==> src/rtl/muldiv_sequencer_if.sv <==
// Handshake and HI/LO access bundle between the control unit and the multiply/divide sequencer.
interface muldiv_sequencer_if #(
  parameter int DATA_WIDTH = 32
);
  logic                  Start;
  logic [2:0]            MulDivOp;
  logic [DATA_WIDTH-1:0] OperandA;
  logic [DATA_WIDTH-1:0] OperandB;
  logic                  HiWrite;
  logic                  LoWrite;
  logic [DATA_WIDTH-1:0] WriteData;
  logic                  Stall;
  logic                  Busy;
  logic                  Done;
  logic                  DivByZero;
  logic [DATA_WIDTH-1:0] HI;
  logic [DATA_WIDTH-1:0] LO;

  modport master (
    output Start, MulDivOp, OperandA, OperandB, HiWrite, LoWrite, WriteData,
    input  Stall, Busy, Done, DivByZero, HI, LO
  );

  modport slave (
    input  Start, MulDivOp, OperandA, OperandB, HiWrite, LoWrite, WriteData,
    output Stall, Busy, Done, DivByZero, HI, LO
  );
endinterface

==> src/rtl/muldiv_sequencer.sv <==
// Iterative MULT/MULTU/DIV/DIVU engine owning HI/LO: one shift-add or restoring-divide bit per clock,
// operating on magnitudes with a final sign-fix cycle.
module muldiv_sequencer #(
  parameter int DATA_WIDTH = 32
) (
  input  logic             clk,
  input  logic             reset,
  muldiv_sequencer_if.slave bus
);
  localparam int N  = DATA_WIDTH;
  localparam int CW = $clog2(DATA_WIDTH + 1);

  typedef enum logic [1:0] {IDLE, CALC, FIX, DONE} state_t;

  state_t          state;
  logic [CW-1:0]   count;
  logic            is_div;
  logic            neg_q;
  logic            neg_r;
  logic            busy;
  logic            done;
  logic            div_by_zero;
  logic [N-1:0]    hi;
  logic [N-1:0]    lo;
  logic [N-1:0]    opb;
  logic [2*N-1:0]  acc;

  logic            valid_start;
  logic            op_div;
  logic            op_signed;
  logic [N:0]      mul_sum;
  logic [N:0]      div_shift;
  logic [N:0]      div_diff;
  logic [2*N-1:0]  prod_fixed;
  logic [N-1:0]    quot_fixed;
  logic [N-1:0]    rem_fixed;

  function automatic logic [N-1:0] magnitude(input logic signed [N-1:0] v, input logic use_sign);
    return (use_sign && v[N-1]) ? -v : v;
  endfunction

  function automatic logic [N-1:0] fix_word(input logic [N-1:0] v, input logic neg);
    return neg ? -v : v;
  endfunction

  function automatic logic [2*N-1:0] fix_dword(input logic [2*N-1:0] v, input logic neg);
    return neg ? -v : v;
  endfunction

  assign valid_start = bus.Start && (bus.MulDivOp[2] == 1'b0);
  assign op_div      = bus.MulDivOp[1];
  assign op_signed   = bus.MulDivOp[0];

  // acc holds {partial product high, multiplier} for multiply and {remainder, dividend/quotient} for divide
  always_comb begin
    mul_sum    = {1'b0, acc[2*N-1:N]} + {1'b0, opb & {N{acc[0]}}};
    div_shift  = acc[2*N-1:N-1];
    div_diff   = div_shift - {1'b0, opb};
    prod_fixed = fix_dword(acc, neg_q);
    quot_fixed = fix_word(acc[N-1:0], neg_q);
    rem_fixed  = fix_word(acc[2*N-1:N], neg_r);
  end

  always_ff @(posedge clk) begin
    if (state == IDLE && valid_start) begin
      opb <= magnitude(bus.OperandB, op_signed);
      acc <= {{N{1'b0}}, magnitude(bus.OperandA, op_signed)};
    end else if (state == CALC) begin
      if (is_div)
        acc <= div_diff[N] ? {div_shift[N-1:0], acc[N-2:0], 1'b0}
                           : {div_diff[N-1:0], acc[N-2:0], 1'b1};
      else
        acc <= {mul_sum, acc[N-1:1]};
    end
  end

  always_ff @(posedge clk or posedge reset) begin
    if (reset) begin
      state       <= IDLE;
      count       <= '0;
      is_div      <= 1'b0;
      neg_q       <= 1'b0;
      neg_r       <= 1'b0;
      busy        <= 1'b0;
      done        <= 1'b0;
      div_by_zero <= 1'b0;
      hi          <= '0;
      lo          <= '0;
    end else begin
      case (state)
        IDLE: begin
          if (valid_start) begin
            is_div <= op_div;
            neg_q  <= op_signed & (bus.OperandA[N-1] ^ bus.OperandB[N-1]);
            neg_r  <= op_signed & bus.OperandA[N-1];
            if (op_div && bus.OperandB == '0) begin
              hi          <= bus.OperandA;
              lo          <= '1;
              div_by_zero <= 1'b1;
              done        <= 1'b1;
              state       <= DONE;
            end else begin
              count <= CW'(DATA_WIDTH);
              busy  <= 1'b1;
              state <= CALC;
            end
          end else begin
            if (bus.HiWrite) hi <= bus.WriteData;
            if (bus.LoWrite) lo <= bus.WriteData;
          end
        end
        CALC: begin
          count <= count - CW'(1);
          if (count == CW'(1)) state <= FIX;
        end
        FIX: begin
          if (is_div) begin
            hi <= rem_fixed;
            lo <= quot_fixed;
          end else begin
            hi <= prod_fixed[2*N-1:N];
            lo <= prod_fixed[N-1:0];
          end
          busy  <= 1'b0;
          done  <= 1'b1;
          state <= DONE;
        end
        DONE: begin
          done        <= 1'b0;
          div_by_zero <= 1'b0;
          state       <= IDLE;
        end
        default: state <= IDLE;
      endcase
    end
  end

  assign bus.Stall     = (state == IDLE && valid_start) || (state == CALC) || (state == FIX);
  assign bus.Busy      = busy;
  assign bus.Done      = done;
  assign bus.DivByZero = div_by_zero;
  assign bus.HI        = hi;
  assign bus.LO        = lo;
endmodule

==> src/flat_wrapper.sv <==
// flat-port wrapper written by rule: the top's interface ports become plain ports
module muldiv_sequencer_flat 
#(
  parameter int DATA_WIDTH = 32
)
  (clk, reset, bus_Start, bus_MulDivOp, bus_OperandA, bus_OperandB, bus_HiWrite, bus_LoWrite, bus_WriteData, bus_Stall, bus_Busy, bus_Done, bus_DivByZero, bus_HI, bus_LO);
  muldiv_sequencer_if #(.DATA_WIDTH(DATA_WIDTH)) bus_i ();
  input  logic clk;
  input  logic reset;
  input wire logic [$bits(bus_i.Start)-1:0] bus_Start;
  input wire logic [$bits(bus_i.MulDivOp)-1:0] bus_MulDivOp;
  input wire logic [$bits(bus_i.OperandA)-1:0] bus_OperandA;
  input wire logic [$bits(bus_i.OperandB)-1:0] bus_OperandB;
  input wire logic [$bits(bus_i.HiWrite)-1:0] bus_HiWrite;
  input wire logic [$bits(bus_i.LoWrite)-1:0] bus_LoWrite;
  input wire logic [$bits(bus_i.WriteData)-1:0] bus_WriteData;
  output wire logic [$bits(bus_i.Stall)-1:0] bus_Stall;
  output wire logic [$bits(bus_i.Busy)-1:0] bus_Busy;
  output wire logic [$bits(bus_i.Done)-1:0] bus_Done;
  output wire logic [$bits(bus_i.DivByZero)-1:0] bus_DivByZero;
  output wire logic [$bits(bus_i.HI)-1:0] bus_HI;
  output wire logic [$bits(bus_i.LO)-1:0] bus_LO;
  assign bus_i.Start = bus_Start;
  assign bus_i.MulDivOp = bus_MulDivOp;
  assign bus_i.OperandA = bus_OperandA;
  assign bus_i.OperandB = bus_OperandB;
  assign bus_i.HiWrite = bus_HiWrite;
  assign bus_i.LoWrite = bus_LoWrite;
  assign bus_i.WriteData = bus_WriteData;
  assign bus_Stall = bus_i.Stall;
  assign bus_Busy = bus_i.Busy;
  assign bus_Done = bus_i.Done;
  assign bus_DivByZero = bus_i.DivByZero;
  assign bus_HI = bus_i.HI;
  assign bus_LO = bus_i.LO;
  muldiv_sequencer #(.DATA_WIDTH(DATA_WIDTH)) u_core (.clk(clk), .reset(reset), .bus(bus_i));
endmodule
==> config.mk <==
export PLATFORM = sky130hd
export DESIGN_NAME = muldiv_sequencer_flat
export DESIGN_NICKNAME = d
export VERILOG_FILES = /design/src/rtl/muldiv_sequencer_if.sv /design/src/rtl/muldiv_sequencer.sv /design/src/flat_wrapper.sv
export SDC_FILE = /design/constraint.sdc
export NUM_CORES = 1
export LEC_CHECK = 0
export CAP_MARGIN = 15
export CORE_ASPECT_RATIO = 0.75
export CORE_MARGIN = 1
export CORE_UTILIZATION = 45
export DETAILED_ROUTE_END_ITERATION = 8
export PLACE_DENSITY = 0.66
export SETUP_SLACK_MARGIN = 0.15
export SYNTH_ARGS = -nofsm -noshare
export SYNTH_HDL_FRONTEND = slang
export SYNTH_SLANG_ARGS = --single-unit
==> constraint.sdc <==
create_clock -name clk -period 3.87 [get_ports clk]
set_clock_uncertainty 0.2 [all_clocks]
set_input_delay 0.5805 -clock clk [delete_from_list [all_inputs] [get_ports clk]]
set_output_delay 0.5805 -clock clk [all_outputs]
set_load 0.02 [all_outputs]
Word level (Yosys, flattened, before mapping)
Index checks and enable logic that the tools add are counted.
{ "totals": {"word_cells": 92, "in_bits": 104, "out_inout_bits": 68, "register_bits": 174} }
{ "classes": {"n_eq_ne": 11, "n_mux": 33, "n_bitwise": 5, "n_addsub": 8, "reduce_logical": 22} }
{ "ops": {"columns": ["operator", "n"], "rows": [
  ["$mux 32", 14],
  ["$mux 64", 3],
  ["$neg 32->32", 4],
  ["$pmux 32 s2", 2],
  ["$neg 64->64", 1],
  ["$add 32x32->33", 1],
  ["$sub 33x32->33", 1],
  ["$and 32x32->32", 1],
  ["$logic_not 32->1", 1],
  ["$reduce_and 3->1", 6],
  ["$mux 6", 2],
  ["$pmux 6 s2", 1],
  ["$pmux 2 s4", 1],
  ["$reduce_bool 2->1", 4],
  ["$eq 6x1->1 const B", 1],
  ["$mux 2", 3],
  ["$ne 2x2->1 const B", 3],
  ["$ne 3x2->1 const B", 2],
  ["$sub 6x1->6 const B", 1],
  ["$logic_and 1x1->1", 5],
  ["$eq 2x2->1 const B", 2],
  ["$mux 1", 4],
  ["$pmux 1 s2", 2],
  ["$reduce_and 2->1", 2],
  ["other kinds (10)", 12]
]} }

Logic depth before layout (Yosys ltp)
{ "depth": {"word_depth": 5, "ltp_mapped": 15, "depth_no_buf": 13} }

Least setup slack after synthesis
No wires, ideal clock.
{ "synth_timing": {"kind": "register to register", "start": "register u_core.acc[31]", "end": "register u_core.acc[0], data pin", "arrival_ns": 3.006, "setup_ns": 0.266, "n_path_buf": 2, "setup_slack_ns": 0.398, "period_less_slack_ns": 3.472, "required_ns": 3.404, "path_stages_with_launch": 16, "cell_sequence": "edfxtp_1 -> inv_1 -> ha_1 -> fa_1 -> nor2b_1 -> o31a_1 -> o31a_1 -> o41ai_1 -> a31o_2 -> a21oi_1 -> xnor2_1 -> buf_2 -> buf_2 -> nand2_1 -> o211ai_1 -> o21ai_0"} }
{ "synth_via": {"elab_chain_cells": 5} }
{ "synth_lines": {"columns": ["item", "line", "source"], "rows": [
  ["start: declaration", "muldiv_sequencer.sv:26", "logic [2*N-1:0] acc;"],
  ["start signal: assignment", "muldiv_sequencer.sv:67", "acc <= {{N{1'b0}}, magnitude(bus.OperandA, op_signed)};"],
  ["start signal: assignment", "muldiv_sequencer.sv:70", "acc <= div_diff[N] ? {div_shift[N-1:0], acc[N-2:0], 1'b0}"],
  ["start signal: assignment", "muldiv_sequencer.sv:73", "acc <= {mul_sum, acc[N-1:1]};"],
  ["$sub 33x32->33", "muldiv_sequencer.sv:58", "div_diff = div_shift - {1'b0, opb};"],
  ["$mux 64", "muldiv_sequencer.sv:70", null],
  ["$mux 64", "muldiv_sequencer.sv:69", "if (is_div)"],
  ["$mux 32", "muldiv_sequencer.sv:68", "end else if (state == CALC) begin"],
  ["$mux 32", "muldiv_sequencer.sv:65", "if (state == IDLE && valid_start) begin"]
]} }
No other way between the ends. The select of a mux whose other input is x is not followed.
A chain may end at the register's enable or synchronous reset.

Worst setup path in the final report
{ "layout_timing": {"start": "register u_core.acc[31]", "end": "register u_core.acc[36]"} }
{ "layout_via": {"elab_chain_cells": 3} }
{ "layout_lines": {"columns": ["item", "line"], "rows": [
  ["$sub 33x32->33", "muldiv_sequencer.sv:58"],
  ["$mux 64", "muldiv_sequencer.sv:70"],
  ["$mux 64", "muldiv_sequencer.sv:69"]
]} }
No other way between the ends.

==> impl_metrics.ini <==
[critical_path]
critPathTopFamily = compound AO/OA/AOI/OAI gates
reg2reg_slack_ps = 40
critPathBufInv = 4
crit_type = reg2reg
endpoint_kind = register
reg2reg_to = u_core.acc[36]
critPathMaxFanout = 8
r2r-start = u_core.acc[31]
critPathMaxStageDelay_ps = 420
worst_path_max_delay_cell = edfxtp_1
crit_required_ps = 4010
critical_path_arrival_ps = 3970
r2r_cells = 16
cp-start-kind = register
path_cells = inv_2 -> ha_4 -> fa_2 -> nor2b_4 -> o31a_1 -> o31a_1 -> o41ai_2 -> buf_4 -> a31o_4 -> a21oi_4 -> xnor2_4 -> buf_12 -> buf_12 -> mux2i_1 -> a21oi_1 -> a21o_1

[floorplan]
die_y_um = 158
coreArea_um2 = 31500
initial_utilization_pct = 46.1
fp.dieW_um = 210
io_pins = 172
dieArea_um2 = 33000
rows = 56

[power_and_ir_drop]
vdd_drop_max_mv = 0.437
power.density_nw_per_um2 = 942
report.power.total_uw = 17400
leakage_uw = 0.00772

[layout]
fillers = 2864
finish.utilization_pct = 58.5
finalNetCount = 2244
multiInputGateArea_um2 = 9630
fin_cells = 2483
drive_gt1_share_pct = 12.3
antenna_cells = 0
register_area_um2 = 4520
syn_to_final_growth_pct = 26.9

[drt]
drt_first_pass_iters = 6
viasPerCell = 5.95
drc = 0
wl_per_cell_um = 20.0
drtIter0Drc = 1555
ant_nets = 0
vias = 14800
wl_mm = 49.7

[sta]
setup_tns_ps = 0
setup_ws_ps = 43.9
finalSetupViolCount = 0
rsz0062_at_grt = yes
fmax_ghz = 0.261
worstMarginPinSlew_ps = 867
maxSlewHeadroom_pct = 41.7
fin_crit_sh_pct = 98.9
slew_violations = 0
period_needed_ps = 3830
hold_violations = 0

[synthesis]
syn_area_per_cell_um2 = 7.95
synth_top_cell_by_area = dfrtp_1
netlist_instances = 1829
syn-cell-area_um2 = 14500
synth-seq-area-share_pct = 31.0
synth-seq-cells = 174
synth-edff-count = 64
dominantRegCellSynth = dfrtp_1
ys_types = 80
synth_most_common_cell = nand2_1
yosys_warnings = 0
post-synth-top-area-fraction_pct = 13.4
ys_top_cells_by_count = nand2_1, o21ai_0, a21oi_1
syn-num-nets = 2009
netlist_top_cells_area = dfrtp_1, edfxtp_1, nand2_1
async_reset_ff_share_pct = 44.8

[min_path]
min_path_cells = 2
worstHoldStart = u_core.bus.LO[7]
hp-class = reg2reg
whs_endpoint = u_core.bus.LO[7]

[grt]
grt_overflow = 0
grt_usage_pct = 29.7
grt_pass1_vias = 13600
antenna_found_initial = 2
grt_max_degree = 71
grt_pass1_wl_mm = 76.1

[place]
port_buffers = 171
post-place-ws_ps = -93.9
placedCellCount = 2435
routabilityCongestion = 0.948
dp_hpwl_mm = 38.1

[clock_tree]
root_buffer = clkbuf_16
clock-sinks = 174
insertion_delay_ps = 450
cts_htree_levels = 4
cts_tree = built
cts_buffer_depth = 2
cts.clk_slew.worst_paths_ps = 80
numCtsBuffers = 17

[outcome]
outcome = finished clean

[flow_run]
cap_violations = 0
how the worst max path moves through the flow:
stage                             to  slack [ps]       startpoint  cells after the start
floorplan              u_core.acc[0]         400   u_core.acc[31]                     15
global placement    u_core.bus.LO[0]          -8  bus_OperandB[1]                     14
detailed placement  u_core.bus.LO[5]         -90  bus_OperandB[1]                     15
CTS                   u_core.acc[56]          70   u_core.acc[31]                     15
global route          u_core.acc[36]         -50   u_core.acc[31]                     16
finish                u_core.acc[36]          40   u_core.acc[31]                     16
through the flow:
stage | hold WS (ps) | area [um2]
2_1_floorplan | 295 | 14500
3_3_place_gp | 267 | 17400
3_5_place_dp | 277 | 17400
4_1_cts | 294 | 18200
5_1_grt | 314 | 18500
6_report | 289 | 18500
kinds of logic (layout without fill, tap and decap cells):
| logic type | Yosys count | in the layout | synth area share (%) |
|---|---|---|---|
| adder cells (fa/ha/maj) | 76 | 76 | 6.64 |
| AO/OA/AOI/OAI | 582 | 582 | 24.3 |
| buffers and inverters | 167 | 415 | 4.50 |
| XOR/XNOR | 169 | 169 | 10.2 |
| flip-flops | 174 | 174 | 31.0 |
| multiplexers | 52 | 52 | 3.66 |
| AND/OR/NAND/NOR | 609 | 609 | 19.6 |
where the power goes:
part           internal [uW]  total [uW]  switching (uW)
logic                   5220       11800            6590
clock network            871        1790             915
registers               2850        3770             916
total                   8950       17400            8420
sequential cells by signal, summed over array words and instances (netlist names):
name,cells
u_core.acc,64
u_core.bus.Busy,1
u_core.bus.DivByZero,1
u_core.bus.Done,1
u_core.bus.HI,32
u_core.bus.LO,32
u_core.count,6
u_core.is_div,1
u_core.neg_q,1
u_core.neg_r,1
u_core.opb,32
u_core.state,2
layout make-up:
type                            count  area share [%]
Multi-Input combinational cell   1488            52.2
Tap cell                          406            2.75
Clock buffer                       17            2.31
Clock inverter                     15           0.909
Timing Repair Buffer              315            16.0
Sequential cell                   174            24.5
Inverter                           68            1.39
worst register-to-register path, cell delays in order, from the launching register on:
cell	delay, ps
edfxtp_1	420
inv_2	130
ha_4	160
fa_2	230
nor2b_4	50
o31a_1	280
o31a_1	330
o41ai_2	370
buf_4	200
a31o_4	170
a21oi_4	70
xnor2_4	320
buf_12	190
buf_12	140
mux2i_1	200
a21oi_1	90
a21o_1	180
layer usage:
layer | wire, um | global-route usage, % | vias up | share of wire, %
li1 | - | - | 7039 | -
met1 | 23600 | 44.1 | 7108 | 47
met2 | 21300 | 45.0 | 598 | 43
met3 | 4150 | 5.38 | 29 | 8.3
met4 | 633 | 6.08 | 0 | 1.3
met5 | 0 | 0 | - | 0
cells in the final DEF, fill, tap and decap left out, types with 8 or more instances in the layout:
cell,n
a21oi_1,157
or4_1,10
nand4_1,13
nor4_1,15
inv_1,64
nand3_1,26
o211ai_1,8
o21bai_1,9
dfxtp_1,32
a21oi_2,10
o21ai_0,173
xnor2_1,78
nor3_1,40
ha_1,72
a31oi_1,16
a211oi_1,17
or3_1,14
o31ai_1,51
o41ai_1,9
buf_4,129
edfxtp_1,64
o21a_1,11
dfrtp_1,77
clkbuf_16,18
nor2_1,125
nor2b_1,15
clkdlybuf4s50_1,171
and2_1,9
xor2_1,90
nand2b_1,21
a21o_1,36
o21ai_1,20
nand2_1,275
and3_1,8
mux2i_1,40
what timing repair did:
action                     CTS  global route
buffers inserted             5             7
hold buffers                 0             0
pin swaps                    9            30
resized for setup           23            46
cloned                       2             1
setup endpoints to repair   31            61
Power figures use the tool's default switching activity.
